File: src/rtl/rom_writer.sv
// rom_writer: programs a 32-bit instruction word into four byte-lane AT28C256 EEPROMs with DATA polling
module rom_writer #(
    parameter int WE_CYCLES      = 4,
    parameter int TIMEOUT_CYCLES = 20000
) (
    input  logic        clk,
    input  logic        rst_flag,
    input  logic        wr_valid,
    output logic        wr_ready,
    input  logic [12:0] wr_addr,
    input  logic [31:0] wr_data,
    output logic        done,
    output logic        err,
    output logic [14:0] rom_addr,
    output logic [7:0]  rom_dq_out,
    output logic        rom_dq_oe,
    input  logic [7:0]  rom_dq_in,
    output logic [3:0]  rom_ce_n,
    output logic [3:0]  rom_we_n,
    output logic [3:0]  rom_oe_n
);
    localparam int CMAX = (WE_CYCLES > TIMEOUT_CYCLES) ? WE_CYCLES : TIMEOUT_CYCLES;
    localparam int CW   = $clog2(CMAX + 1);

    typedef enum logic [2:0] {IDLE, SETUP, PULSE, HOLD, POLL, NEXT} state_t;

    state_t        state, state_d;
    logic [1:0]    lane, lane_d;
    logic [12:0]   addr, addr_d;
    logic [31:0]   data, data_d;
    logic [CW-1:0] cnt, cnt_d;
    logic          err_d, done_d, ready_d, dq_oe_d;
    logic [7:0]    cur, dq_out_d;
    logic [3:0]    lane_sel, ce_n_d, we_n_d, oe_n_d;
    logic          unused_dq;

    assign cur       = data[{lane, 3'b000} +: 8];
    assign unused_dq = ^rom_dq_in[6:0];

    // sequencing, plus the output values that belong to the state being entered so every pin is a flop
    always_comb begin
        state_d = state;
        lane_d  = lane;
        addr_d  = addr;
        data_d  = data;
        cnt_d   = cnt + 1'b1;
        err_d   = err;
        case (state)
            IDLE: begin
                cnt_d = cnt;
                if (wr_valid && wr_ready) begin
                    state_d = SETUP;
                    lane_d  = 2'd0;
                    addr_d  = wr_addr;
                    data_d  = wr_data;
                    err_d   = 1'b0;
                end
            end
            SETUP: begin
                state_d = PULSE;
                cnt_d   = '0;
            end
            PULSE: state_d = (cnt == CW'(WE_CYCLES - 1)) ? HOLD : PULSE;
            HOLD: begin
                state_d = POLL;
                cnt_d   = '0;
            end
            POLL: begin
                if (cnt != '0 && rom_dq_in[7] == cur[7]) begin
                    state_d = NEXT;
                end else if (cnt == CW'(TIMEOUT_CYCLES - 1)) begin
                    state_d = IDLE;
                    err_d   = 1'b1;
                end
            end
            NEXT: begin
                state_d = (lane == 2'd3) ? IDLE : SETUP;
                lane_d  = (lane == 2'd3) ? lane : lane + 2'd1;
            end
            default: state_d = IDLE;
        endcase
        lane_sel = 4'b0001 << lane_d;
        ready_d  = state_d == IDLE;
        done_d   = state_d == NEXT && lane_d == 2'd3;
        dq_oe_d  = state_d inside {SETUP, PULSE, HOLD};
        ce_n_d   = (dq_oe_d || state_d == POLL) ? ~lane_sel : 4'hF;
        we_n_d   = (state_d == PULSE) ? ~lane_sel : 4'hF;
        oe_n_d   = (state_d == POLL) ? ~lane_sel : 4'hF;
        dq_out_d = data_d[{lane_d, 3'b000} +: 8];
    end

    // state, request latch and registered EEPROM bus; reset releases every chip at once
    always_ff @(posedge clk or posedge rst_flag) begin
        if (rst_flag) begin
            state      <= IDLE;
            lane       <= '0;
            addr       <= '0;
            data       <= '0;
            cnt        <= '0;
            err        <= 1'b0;
            done       <= 1'b0;
            wr_ready   <= 1'b1;
            rom_addr   <= '0;
            rom_dq_out <= '0;
            rom_dq_oe  <= 1'b0;
            rom_ce_n   <= 4'hF;
            rom_we_n   <= 4'hF;
            rom_oe_n   <= 4'hF;
        end else begin
            state      <= state_d;
            lane       <= lane_d;
            addr       <= addr_d;
            data       <= data_d;
            cnt        <= cnt_d;
            err        <= err_d;
            done       <= done_d;
            wr_ready   <= ready_d;
            rom_addr   <= {addr_d, lane_d};
            rom_dq_out <= dq_out_d;
            rom_dq_oe  <= dq_oe_d;
            rom_ce_n   <= ce_n_d;
            rom_we_n   <= we_n_d;
            rom_oe_n   <= oe_n_d;
        end
    end
endmodule

File: config.mk
export PLATFORM = sky130hd
export DESIGN_NAME = rom_writer
export DESIGN_NICKNAME = d
export VERILOG_FILES = /design/src/rtl/rom_writer.sv
export SDC_FILE = /design/constraint.sdc
export NUM_CORES = 1
export LEC_CHECK = 0
export CORE_MARGIN = 1
export CORE_UTILIZATION = 50
export DETAILED_ROUTE_END_ITERATION = 12
export MAX_ROUTING_LAYER = met4
export PLACE_DENSITY_LB_ADDON = 0.2
export SLEW_MARGIN = 25
export SYNTH_ARGS = -nofsm -noshare
export SYNTH_HDL_FRONTEND = slang
export SYNTH_SLANG_ARGS = --single-unit
File: constraint.sdc
create_clock -name clk -period 4 [get_ports clk]
set_input_delay 0.8 -clock clk [delete_from_list [all_inputs] [get_ports clk]]
set_output_delay 0.8 -clock clk [all_outputs]
set_load 0.01 [all_outputs]
* After elaboration in Yosys (flattened, before gate mapping)
Index checks and enable logic that the tools add are counted.
** Storage, ports and cells
- Input port bits :: 56
- Register bits after elaboration :: 104
- Word-level logic and storage cells :: 70
** Cells by class
- Mux-type cells :: 21
- Reductions and logical operators :: 11
- Add/sub/neg operators :: 2
- Equal/unequal tests :: 18
- Bitwise gates (word level) :: 1
- Shift-type cells :: 3
** Operator list (count)
- two-way mux 32 bit :: 2
- variable part select 32 x 6 -> 8 bit :: 2
- case mux 15 bit (2 select lines) :: 1
- two-way mux 13 bit :: 2
- case mux 3 bit (6 select lines) :: 1
- adder 15 x 1 -> 15 bit, second input constant :: 1
- == test 15 bit, second input constant :: 1
- == test 15 x 2 -> 1 bit, second input constant :: 1
- nonzero test 15 bit :: 1
- == test 3 x 2 -> 1 bit, second input constant :: 4
- == test 3 bit, second input constant :: 4
- two-way mux 4 bit :: 3
- two-way mux 3 bit :: 3
- == test 3 x 1 -> 1 bit, second input constant :: 2
- logical NOT 3 bit :: 2
- inequality test 2 bit, second input constant :: 3
- two-way mux 1 bit :: 5
- == test 2 bit, second input constant :: 2
- two-way mux 2 bit :: 2
- NOT 4 bit :: 1
- case mux 2 bit (2 select lines) :: 1
- AND reduction 4 bit :: 1
- << shifter 1 x 2 -> 4 bit, first input constant :: 1
- logical AND 1 bit :: 3
- other kinds (7) :: 7

* Depth between registers and ports, before layout
- Depth after elaboration :: 9
- Mapped depth :: 7
- Gate-level depth less buffers :: 7

* Worst setup path before layout
Ideal clock, no wire load.
- Path kind :: input-to-reg
- Start point :: input port wr_valid
- End point :: register rom_dq_out[5]
- Data arrival time :: 1.786 ns
- Stages on the path :: 5
- Required time :: 3.876 ns
- Setup slack :: 2.090 ns
- Cells stage by stage :: and3_4 buf_6 mux2_4 o2bb2ai_1 a211o_1
** Between the ends
- Cells in the longest elaborated chain, start to end :: 4
- Elaborated cells on any way between the ends :: 6
- Classes of those cells :: shift: 1; mux: 4; reduce/logical: 1
** RTL lines
- from (decl) :: line 8 : input logic wr_valid,
- logical AND 1 bit :: line 51 : if (wr_valid && wr_ready) begin
- two-way mux 32 bit :: line 51
- two-way mux 32 bit :: line 48 : case (state)
- via data_d[21] :: line 30 : logic [31:0] data, data_d;
- variable part select 32 x 6 -> 8 bit :: line 89 : dq_out_d = data_d[{lane_d, 3'b000} +: 8];
- via dq_out_d[5] :: line 33 : logic [7:0] cur, dq_out_d;
- to (signal assigned) :: line 119 : rom_dq_out <= dq_out_d;
- to (decl) :: line 15 : output logic [7:0] rom_dq_out,
The timed path passes the listed nets, and every way through them passes these cells.
A chain may end at the register's enable or synchronous reset.

* Worst setup path after layout
- Start point :: register state[1]
- End point :: register rom_dq_out[0]
** Between the ends
- Cells in the longest elaborated chain, start to end :: 3
- Elaborated cells on any way between the ends :: 5
- Classes of those cells :: eq/ne: 1; shift: 1; mux: 2; reduce/logical: 1
** RTL lines
- from (decl) :: line 27 : state_t state, state_d;
- from (signal assigned) :: line 110 : state <= state_d;
- == test 3 bit or logical NOT 3 bit (tied branches) :: line 48
- case mux 2 bit (2 select lines) or two-way mux 32 bit (tied branches) :: line 48
- variable part select 32 x 6 -> 8 bit (*) :: line 89
- via dq_out_d[0] :: line 33
Mark *: on every way through the listed nets, which the timed path passes. The rest lies on a longest branch.

==> flow_summary.toml <==
[worst_setup_path]
cp.required_ns = 4.23
worstSetupEndpointType = "flip-flop"
cp_max_fo = 29
rr_worst_depth = 5
crit_slowest_cell = "dfrtp_1"
path_cells = "nor3_2 > nand3_2 > and3_1 > a222oi_1 > o211ai_1"
slowest_delay_ns = 0.55
timing_worst_setup_path_type = "flip-flop to flip-flop"
worst_ep_arrival_time_ns = 2.68
cp-start-kind = "flip-flop"

[grt]
grt_pass1_wl_mm = 15.4
grt_pass1_vias = 3172
globalRouteOverflowTotal = 0
grt_util_all_layers_pct = 24.4
grt_antenna_before_repair = 0
grt_max_degree = 53

[floorplan]
die_area_um2 = 8290
die_x_um = 91.1
fp.coreArea_um2 = 7690
fp.dieH_um = 91.1
rows = 32
start_util_pct = 51.6
io_pins = 95

[sta]
clock-skew-final_ns = 0.0105
slew_violations = 0
setup_viol = 0
tightestPinTransition_ns = 0.933
grt_setup_unrepaired = "no"
setup_tns_ns = 0
finalCritPeriodShare_pct = 61.4
slew_headroom_pct = 37.7
max_freq_mhz = 407
whs_ns = 0.479
finalHoldViolCount = 0
min_period_ns = 2.46

[synth]
synth_edf_count = 0
syn_area_um2 = 3970
ys_ff_latch = 89
synthAdderAreaFrac_pct = 0.631
synth_top_family_by_area = "simple AND/OR/NAND/NOR gates"
yosys.area_share.simple_pct = 26.1
synth_fp_nets = 469
synth_area_leaders = "dfrtp_1 48%, nand2_1 15%, dfstp_2 8.6%, nor2_1 2.5%, xor2_1 2.0%"
synth_seq_area_share_pct = 56.6
synth_cell_types = 51
yosys.area.top_type = "dfrtp_1"
synth_top_area_share_pct = 48.0
syn_inst = 411
synthXorXnorAreaFrac_pct = 2.84
ys_warn_count = 0
async_flop_share_pct = 100
avgSynthCellArea_um2 = 9.65
synth_compound_area_share_pct = 8.68
synthMuxAreaShare_pct = 2.37
synth_ff_type = "dfrtp_1"

[job]
maxCapViolations = 0

[outcome]
outcome = "complete, no violations"

[clocking]
cts_resized = 0
cts_tree = "done"
numCtsBuffers = 9
htree_levels = 3
root_buffer = "clkbuf_8"
cts.path.max_buffers = 2
cts_sinks = 89
postCtsSetupRepairBufs = 0
clk_pin_slew_worst_paths_ns = 0.10
postCtsHoldBufs = 0
clock_latency_ns = 0.36

[finish]
fillers = 649
antenna_cells = 0
fin_cells = 600
nets = 551
drive_gt1_share_pct = 9.44
syn2layout_area_growth_pct = 29.3

[placement]
placed_cells = 584
port_buffers = 87
gp_congestion = 0.807
dp_hpwl_mm = 6.09

[drt]
drc = 0
drt_pre_antenna_iters = 4
wl_per_cell_um = 14.9
ant_nets = 0
num_vias = 3184
first_iter_violations = 215
viasPerCell = 5.31
routed_wl_mm = 8.93

[power]
powerDensity_nw_per_um2 = 679
p_leak_nw = 2.36
vdd_drop_max_uv = 311

[hold_path]
holdPathStages = 2
hold_path.class = "flip-flop to flip-flop"
-- metal layers --
metal | track usage, % | share of wire [%] | up-vias
li1 | - | - | 1535
met1 | 31.2 | 44 | 1554
met2 | 39.6 | 51 | 86
met3 | 3.43 | 4.7 | 9
met4 | 9.52 | 1.1 | 0
met5 | - | 0 | -
-- synth_stat cells (all sizes together) (2+ instances only) --
library cell / n
ha: 2
and2: 4
nand3: 9
and4: 4
clkbuf: 8
a21oi: 10
inv: 5
nor2b: 2
a211o: 3
dfrtp: 76
nor2: 27
mux2i: 3
buf: 11
nor4: 3
xor2: 9
nand4: 5
o2bb2ai: 2
nor3b: 2
and3: 3
o211ai: 4
a222oi: 4
mux2: 3
nor4b: 2
nand2b: 6
nor3: 5
xnor2: 3
nand2: 154
o21ai: 7
or3: 3
a22oi: 6
a22o: 2
dfstp: 13
-- worst paths after layout --
kind | startpoint | end | slack, ns
hold / removal | addr[1]$_DFFE_PP0P_ | addr[1]$_DFFE_PP0P_ | 0.48
min in group asynchronous | rst_flag | data[30]$_DFF_PP0_ | 0.89
setup / recovery | state[1]$_DFF_PP0_ | rom_dq_out[0]$_DFF_PP0_ | 1.54
setup reg to reg | state[1]$_DFF_PP0_ | rom_dq_out[0]$_DFF_PP0_ | 1.54
max in group asynchronous | rst_flag | wr_ready$_DFF_PP1_ | 2.41
hold reg to reg | addr[1]$_DFFE_PP0P_ | addr[1]$_DFFE_PP0P_ | 0.48
-- cells by family (layout without fill, tap and decap cells) --
family / count (synthesis) / after routing
AND/OR/NAND/NOR: 232 / 232
flip-flops: 89 / 89
AO/OA/AOI/OAI: 45 / 45
buffers and inverters: 24 / 111
XOR/XNOR: 12 / 12
multiplexers: 7 / 7
adder cells (fa/ha/maj): 2 / 2
-- flip-flops by register name, summed over array words and instances, names as in the netlist, 3 cells and up --
register / cells
addr: 13
cnt: 15
data: 32
rom_ce_n: 4
rom_dq_out: 8
rom_oe_n: 4
rom_we_n: 4
state: 3
-- critical path: cells and delay by family, from the launching register on --
kind | cells | cell delay, ns
AOI/OAI and AO/OA | 2 | 0.43
DFF | 1 | 0.55
and+or+nand+nor | 3 | 1.33
-- where the power goes --
group          total, mW  leakage, nW  internal, mW  switching, mW
Clock              0.649        0.107         0.314          0.335
Combinational       1.34         1.15         0.650          0.695
Sequential          1.49         1.11          1.24          0.243
-- through the flow --
step / utilization (%) / power, mW / worst slack [ns] / instance area [um^2]
3_3_place_gp: 63.9 / 2.80 / 1.20 / 4910
4_1_cts: 66.7 / 3.50 / 1.52 / 5120
5_1_grt: 66.7 / 3.73 / 1.36 / 5130
2_1_floorplan: - / 2.31 / 0.915 / 3970
6_report: 66.7 / 3.48 / 1.54 / 5130
3_5_place_dp: 63.9 / 2.85 / 1.17 / 4910
-- cell type report --
class,count,area (um^2),area share [%]
clock buffers,10,138,2.68
clock inverters,6,73.8,1.44
inverters,5,21.3,0.415
multi-input cells,298,1620,31.5
flip-flops and latches,89,2240,43.8
well taps,102,128,2.49
repair buffers,90,906,17.7
-- cell usage in the layout (no fill, tap or decap), types with 7 or more instances in the layout --
cell type	Yosys	final
dfrtp_1	76	76
xor2_1	9	9
dfstp_2	13	13
a21oi_1	10	10
o21ai_0	7	7
nand3_1	8	7
clkdlybuf4s50_1	0	87
nand2_1	154	154
nor2_1	26	26
clkbuf_8	0	10
No activity file was read; power rests on OpenSTA's default activity.
==> edit 1 (same settings) <==
Make the reset (`rst_flag`) synchronous in one clocked block.
--- a/src/rtl/rom_writer.sv
+++ b/src/rtl/rom_writer.sv
@@ -90,7 +90,7 @@
     end
 
     // state, request latch and registered EEPROM bus; reset releases every chip at once
-    always_ff @(posedge clk or posedge rst_flag) begin
+    always_ff @(posedge clk) begin
         if (rst_flag) begin
             state      <= IDLE;
             lane       <= '0;
Check against the original RTL: differs if rst_flag is asserted again (counterexample within 4 cycles, from zero or initial values and one cycle with rst_flag high); with rst_flag held inactive, the same outputs for 10 cycles.
==> edit 1 against the unedited design <==
Worst setup slack got worse by 0.20 ns. Routed wire length decreased by 13%. Synthesized area decreased by 12%. Sequential cell count unchanged. Final cell count decreased by 9.8%. Final area decreased by 10%.
Power is not compared: it rests on default switching activity, and its combinational part moved more than twofold at a synthesized area within 25%.
==> edit 1: results (changes against the unedited design) <==
| Metric | Value |
|---|---|
| Status | finished, final reports clean |
| Synth cell types | 46 (-9.8%) |
| Hold_sp | rom_addr[11]$_SDFFE_PP0P_ |
| DP Area | 4350 µm² (-11%) |
| YS warnings | 0 (unchanged) |
| HPWL after DPL | 5250 µm (-14%) |
| Pre-CTS setup slack | 0.986 ns (-0.180 ns) |
| Top_reg_cell synth | dfxtp_1 |
| CP arrival | 2.87 ns (+0.19 ns) |
| Pin count of the biggest net entering global routing | 47 (-11%) |
| DP Cell Count | 526 (-9.9%) |
| Initial DRC Count | 142 (-34%) |
| Crit-path max FO | 34 (+17%) |
| Post-synthesis async set-or-reset flop share | 0 (-1.00) |
| Syn avg cell area | 9.06 µm² (-6.1%) |
| CP max-delay cell | and3_2 |
| Total GRT Usage | 0.237 (-0.00721) |
| Relative slew slack | 0.507 (+0.130) |
| Final GP Congestion | 0.840 (+4.2%) |
| DR vias/cell | 5.38 (+1.4%) |
| Max incr delay on CP | 0.53 ns (-0.02 ns) |
| Worst-path clk slew | roughly 0.090 ns |
| Number of global-route vias before repair | 2824 (-11%) |
| Share of cells above drive strength 1 | 0.0647 (-0.0297) |
| Clock Skew | 0.00963 ns (-0.000854 ns) |
| Total wire length | 7780 µm (-13%) |
| Fin cells | 541 (-9.8%) |
| Net count, final | 518 (-6.0%) |
| Fraction of the yosys area taken by sequential cells | 0.514 (-0.0523) |
| First-pass GRT wire length | 13100 µm (-15%) |
| Critical path origin | state[1]$_SDFF_PP0_ |
| Syn_nets | 441 (-6.0%) |
| Post-synth top cells | dfxtp_1 (89), nand2_1 (71), a21oi_1 (42), nor2_1 (39), a2bb2oi_1 (18) |
| Synth area leaders | dfxtp_1 (51%), nand2_1 (7.7%), a21oi_1 (6.1%) |
| Pre-antenna DRT Iters | 4 (unchanged) |
| Largest registers | data: 32 flops, cnt: 15 flops, rom_addr: 15 flops |
| Clk_lat worst skew | 0.36 ns (about the same) |
[edit 1: cell count changes after synthesis, moves of 18 or more]
cell       change
nand2_1       -83
a2bb2oi_1     +18
a21oi_1       +32
dfxtp_1       +89
dfrtp_1       -76
[edit 1: final cells by class]
type / count / area, µm²
flip-flops and latches: 89 / 1780
clock buffers: 10 / 128
repair buffers: 92 / 903
multi-input cells: 264 / 1560
inverters: 4 / 15.0
fillers: 537 / 1920
clock inverters: 5 / 129
well taps: 77 / 96.3
[edit 1: routing by layer]
layer | GRT usage | share of wire | vias up
met5 | - | 0 | -
li1 | - | - | 1464
met2 | 0.374 | 0.46 | 81
met3 | 0.0554 | 0.061 | 13
met1 | 0.290 | 0.46 | 1354
met4 | 0.103 | 0.021 | 0
[edit 1: worst paths after layout]
| kind | to | slack, ns | cells past startpoint |
|---|---|---|---|
| worst min register to register | rom_addr[11]$_SDFFE_PP0P_ | 0.46 | 2 |
| worst max register to register | rom_dq_out[6]$_SDFF_PP0_ | 1.35 | 6 |
| worst max-delay path | rom_dq_out[6]$_SDFF_PP0_ | 1.35 | 6 |
| worst min-delay path | rom_addr[11]$_SDFFE_PP0P_ | 0.46 | 2 |
[edit 1: kinds of logic (layout without fill, tap and decap cells)]
kind of cell    count (synthesis)  count (layout)  share of synthesized area
compound gates                 76              76                      0.144
fa+ha+maj                       2               2                    0.00721
buf+inv                        30             111                     0.0379
xor+xnor                       15              15                     0.0379
flops                          89              89                      0.514
simple gates                  154             154                      0.207
mux                            17              17                     0.0526
[edit 1: stage by stage]
| stage | utilization | hold WS (ns) | total power [µW] |
|---|---|---|---|
| global route | 0.706 | 0.484 | 2220 |
| CTS | 0.706 | 0.459 | 2140 |
| finish | 0.706 | 0.456 | 2130 |
| floorplan | - | 0.437 | 1220 |
| detailed placement | 0.667 | 0.447 | 1370 |
| global placement | 0.667 | 0.441 | 1360 |
[edit 1: power groups by stage]
stage | combinational, µW | clock, µW | sequential (µW)
global route | 396 | 826 | 999
CTS | 361 | 789 | 990
detailed placement | 359 | 0 | 1010
global placement | 351 | 0 | 1010
floorplan | 207 | 0 | 1010
finish | 359 | 780 | 990
[edit 1: tightest hold or removal path, stage by stage, from the launching register on]
cell and delay [ns]:
dfxtp_1 0.32, nand2_1 0.05, a21oi_1 0.05
==> edit 2 (config.mk and constraints unchanged) <==
Made on the original files. `TIMEOUT_CYCLES`: 20000 -> 10000.
--- a/src/rtl/rom_writer.sv
+++ b/src/rtl/rom_writer.sv
@@ -1,7 +1,7 @@
 // rom_writer: programs a 32-bit instruction word into four byte-lane AT28C256 EEPROMs with DATA polling
 module rom_writer #(
     parameter int WE_CYCLES      = 4,
-    parameter int TIMEOUT_CYCLES = 20000
+    parameter int TIMEOUT_CYCLES = 10000
 ) (
     input  logic        clk,
     input  logic        rst_flag,
Formal check against the unedited RTL: no difference found for any inputs over 10 cycles, from zero or initial values and one cycle with rst_flag high; that may be too few to reach the edited logic, so the function may still have changed.
==> edit 2 against the unedited design <==
Total power up 4.6%. Clock skew shrank 0.0012 ns. Synthesized area increased by 4.3%. Final cell count is 5.3% higher. Worst setup slack got worse by 0.25 ns. Sequential power decreased by 3%. Final area rose by 3.5%. Highest routed layer unchanged. Synthesized cell count is 9.0% higher. Sequential cell count shrank 1. Routed wire length is 7.2% higher. Non-clock buffer count rose by 5.
==> edit 2: results (changes against the unedited design) <==
| Metric | Value |
|---|---|
| Clk_lat worst skew | 0.36 ns (about the same) |
| Clock Power | 698 µW (+7.6%) |
| Net count, final | 583 (+5.8%) |
| Final GP Congestion | 0.826 (+2.4%) |
| R2R Path Start | state[0]$_DFF_PP0_ |
| Hold_sp | data[8]$_DFF_PP0_ |
| Synth cell types | 49 (-3.9%) |
| Pin count of the biggest net entering global routing | 37 (-30%) |
| Share of cells above drive strength 1 | 0.113 (+0.0188) |
| First-pass GRT wire length | 16400 µm (+6.5%) |
| Worst-path clk slew | 0.08 ns (-0.02 ns) |
| FILL cells | 656 (+1.1%) |
| CP arrival | 2.95 ns (+0.27 ns) |
| Reg2reg path depth | 4 (-1) |
| HPWL after DPL | 6570 µm (+7.8%) |
| Relative slew slack | 0.396 (+0.0193) |
| Flop2flop setup slack | 1.29 ns (-0.25 ns) |
| Total wire length | 9570 µm (+7.2%) |
| Pre-CTS setup slack | 1.20 ns (+0.0332 ns) |
| Hold Slack | 0.481 ns (+0.00145 ns) |
| Pre-antenna DRT Iters | 5 (+1) |
| Syn_nets | 506 (+7.9%) |
| Post-cts sizing count | 0 (unchanged) |
| Min-delay worst type | reg2reg |
| Fin cells | 632 (+5.3%) |
| Max VDD drop | 0.344 mV (+10%) |
| Clk pwr share | 0.192 (+0.006) |
| Min-Delay Endpoint | data[8]$_DFF_PP0_ |
| Hold-critical path depth | 2 (unchanged) |
| Status | finished, final reports clean |
| Total GRT Usage | 0.253 (+0.00935) |
| Post-synth top cells | nand2_1 (144), dfrtp_1 (75), nor3_1 (20), o21ai_0 (19), nand3b_1 (18) |
| Number of global-route vias before repair | 3370 (+6.2%) |
| Sequential Power Share | 0.398 (-0.029) |
| Core Util, Final | 0.676 (+0.00919) |
| Setup Fix Bufs, Post-CTS | 0 (unchanged) |
| Antenna cell count | 0 (unchanged) |
| Lkg Pwr | 0.00238 µW (+0.63%) |
| NetSw | 1290 µW (+1.6%) |
| CP endpoint | cnt[13]$_DFFE_PP0N_ |
| Critical path origin | state[0]$_DFF_PP0_ |
| Crit-path max FO | 24 (-17%) |
| Synth area leaders | dfrtp_1 (45%), nand2_1 (13%), dfstp_2 (8.3%) |
| CTS Buf Count | 9 (unchanged) |
| DP Cell Count | 616 (+5.5%) |
| CTS max path bufs | 2 (unchanged) |
| Fraction of the yosys area taken by sequential cells | 0.536 (-0.0295) |
| Initial DRC Count | 179 (-17%) |
| Largest registers | data: 32 flops, cnt: 14 flops, addr: 13 flops |
| Clock Skew | 0.00928 ns (-0.00121 ns) |
| Input/output buffers | 87 (unchanged) |
| CTS H-Tree Depth | 3 (unchanged) |
| Antenna-violating nets left | 0 (unchanged) |
| DR vias/cell | 5.49 (+3.4%) |
| F_max | 370 MHz (-9.2%) |
| Syn Inst Count | 448 (+9.0%) |
| DP Area | 5070 µm² (+3.3%) |
| Clk root buf | clkbuf_8 |
edit 2: cell types whose count changed in the layout (fill, tap and decap cells not counted), moves of 4 or more:
| cell | before | now |
|---|---|---|
| a21oi_1 | 10 | 6 |
| a222oi_1 | 4 | 0 |
| a22oi_1 | 6 | 0 |
| a31oi_1 | 0 | 16 |
| and2_1 | 4 | 0 |
| and4_1 | 4 | 0 |
| buf_4 | 2 | 8 |
| mux2_2 | 1 | 10 |
| nand2_1 | 154 | 144 |
| nand3_1 | 7 | 14 |
| nand3b_1 | 1 | 18 |
| nor2_1 | 26 | 14 |
| nor3_1 | 4 | 20 |
| o21ai_0 | 7 | 19 |
edit 2: cell families after synthesis:
logic type                 share of synthesized area
AOI/OAI and AO/OA                             0.0838
adders and majority gates                    0.00605
and+or+nand+nor                                0.282
muxes                                         0.0351
buffers and inverters                         0.0378
xor gates and xnor gates                      0.0191
DFF                                            0.536
edit 2: routing by layer:
layer | up-vias | wire (µm) | global-route usage
met3 | 14 | 450 | 0.0583
met1 | 1696 | 4140 | 0.315
li1 | 1661 | - | -
met2 | 98 | 4850 | 0.412
met5 | - | 0 | -
met4 | 0 | 141 | 0.0782
edit 2: critical path, cell delays in order, from the launching register on:
cell	delay [ns]
dfrtp_1	0.57
or3_1	0.78
nand3_1	0.33
or4_1	0.60
mux2_2	0.30
edit 2: area by class of cell:
cell class,instances,area share
Clock buffer,12,0.0292
Clock inverter,4,0.0144
Inverter,7,0.00519
Multi-Input combinational cell,324,0.333
Sequential cell,88,0.418
Tap cell,102,0.0241
Timing Repair Buffer,95,0.175
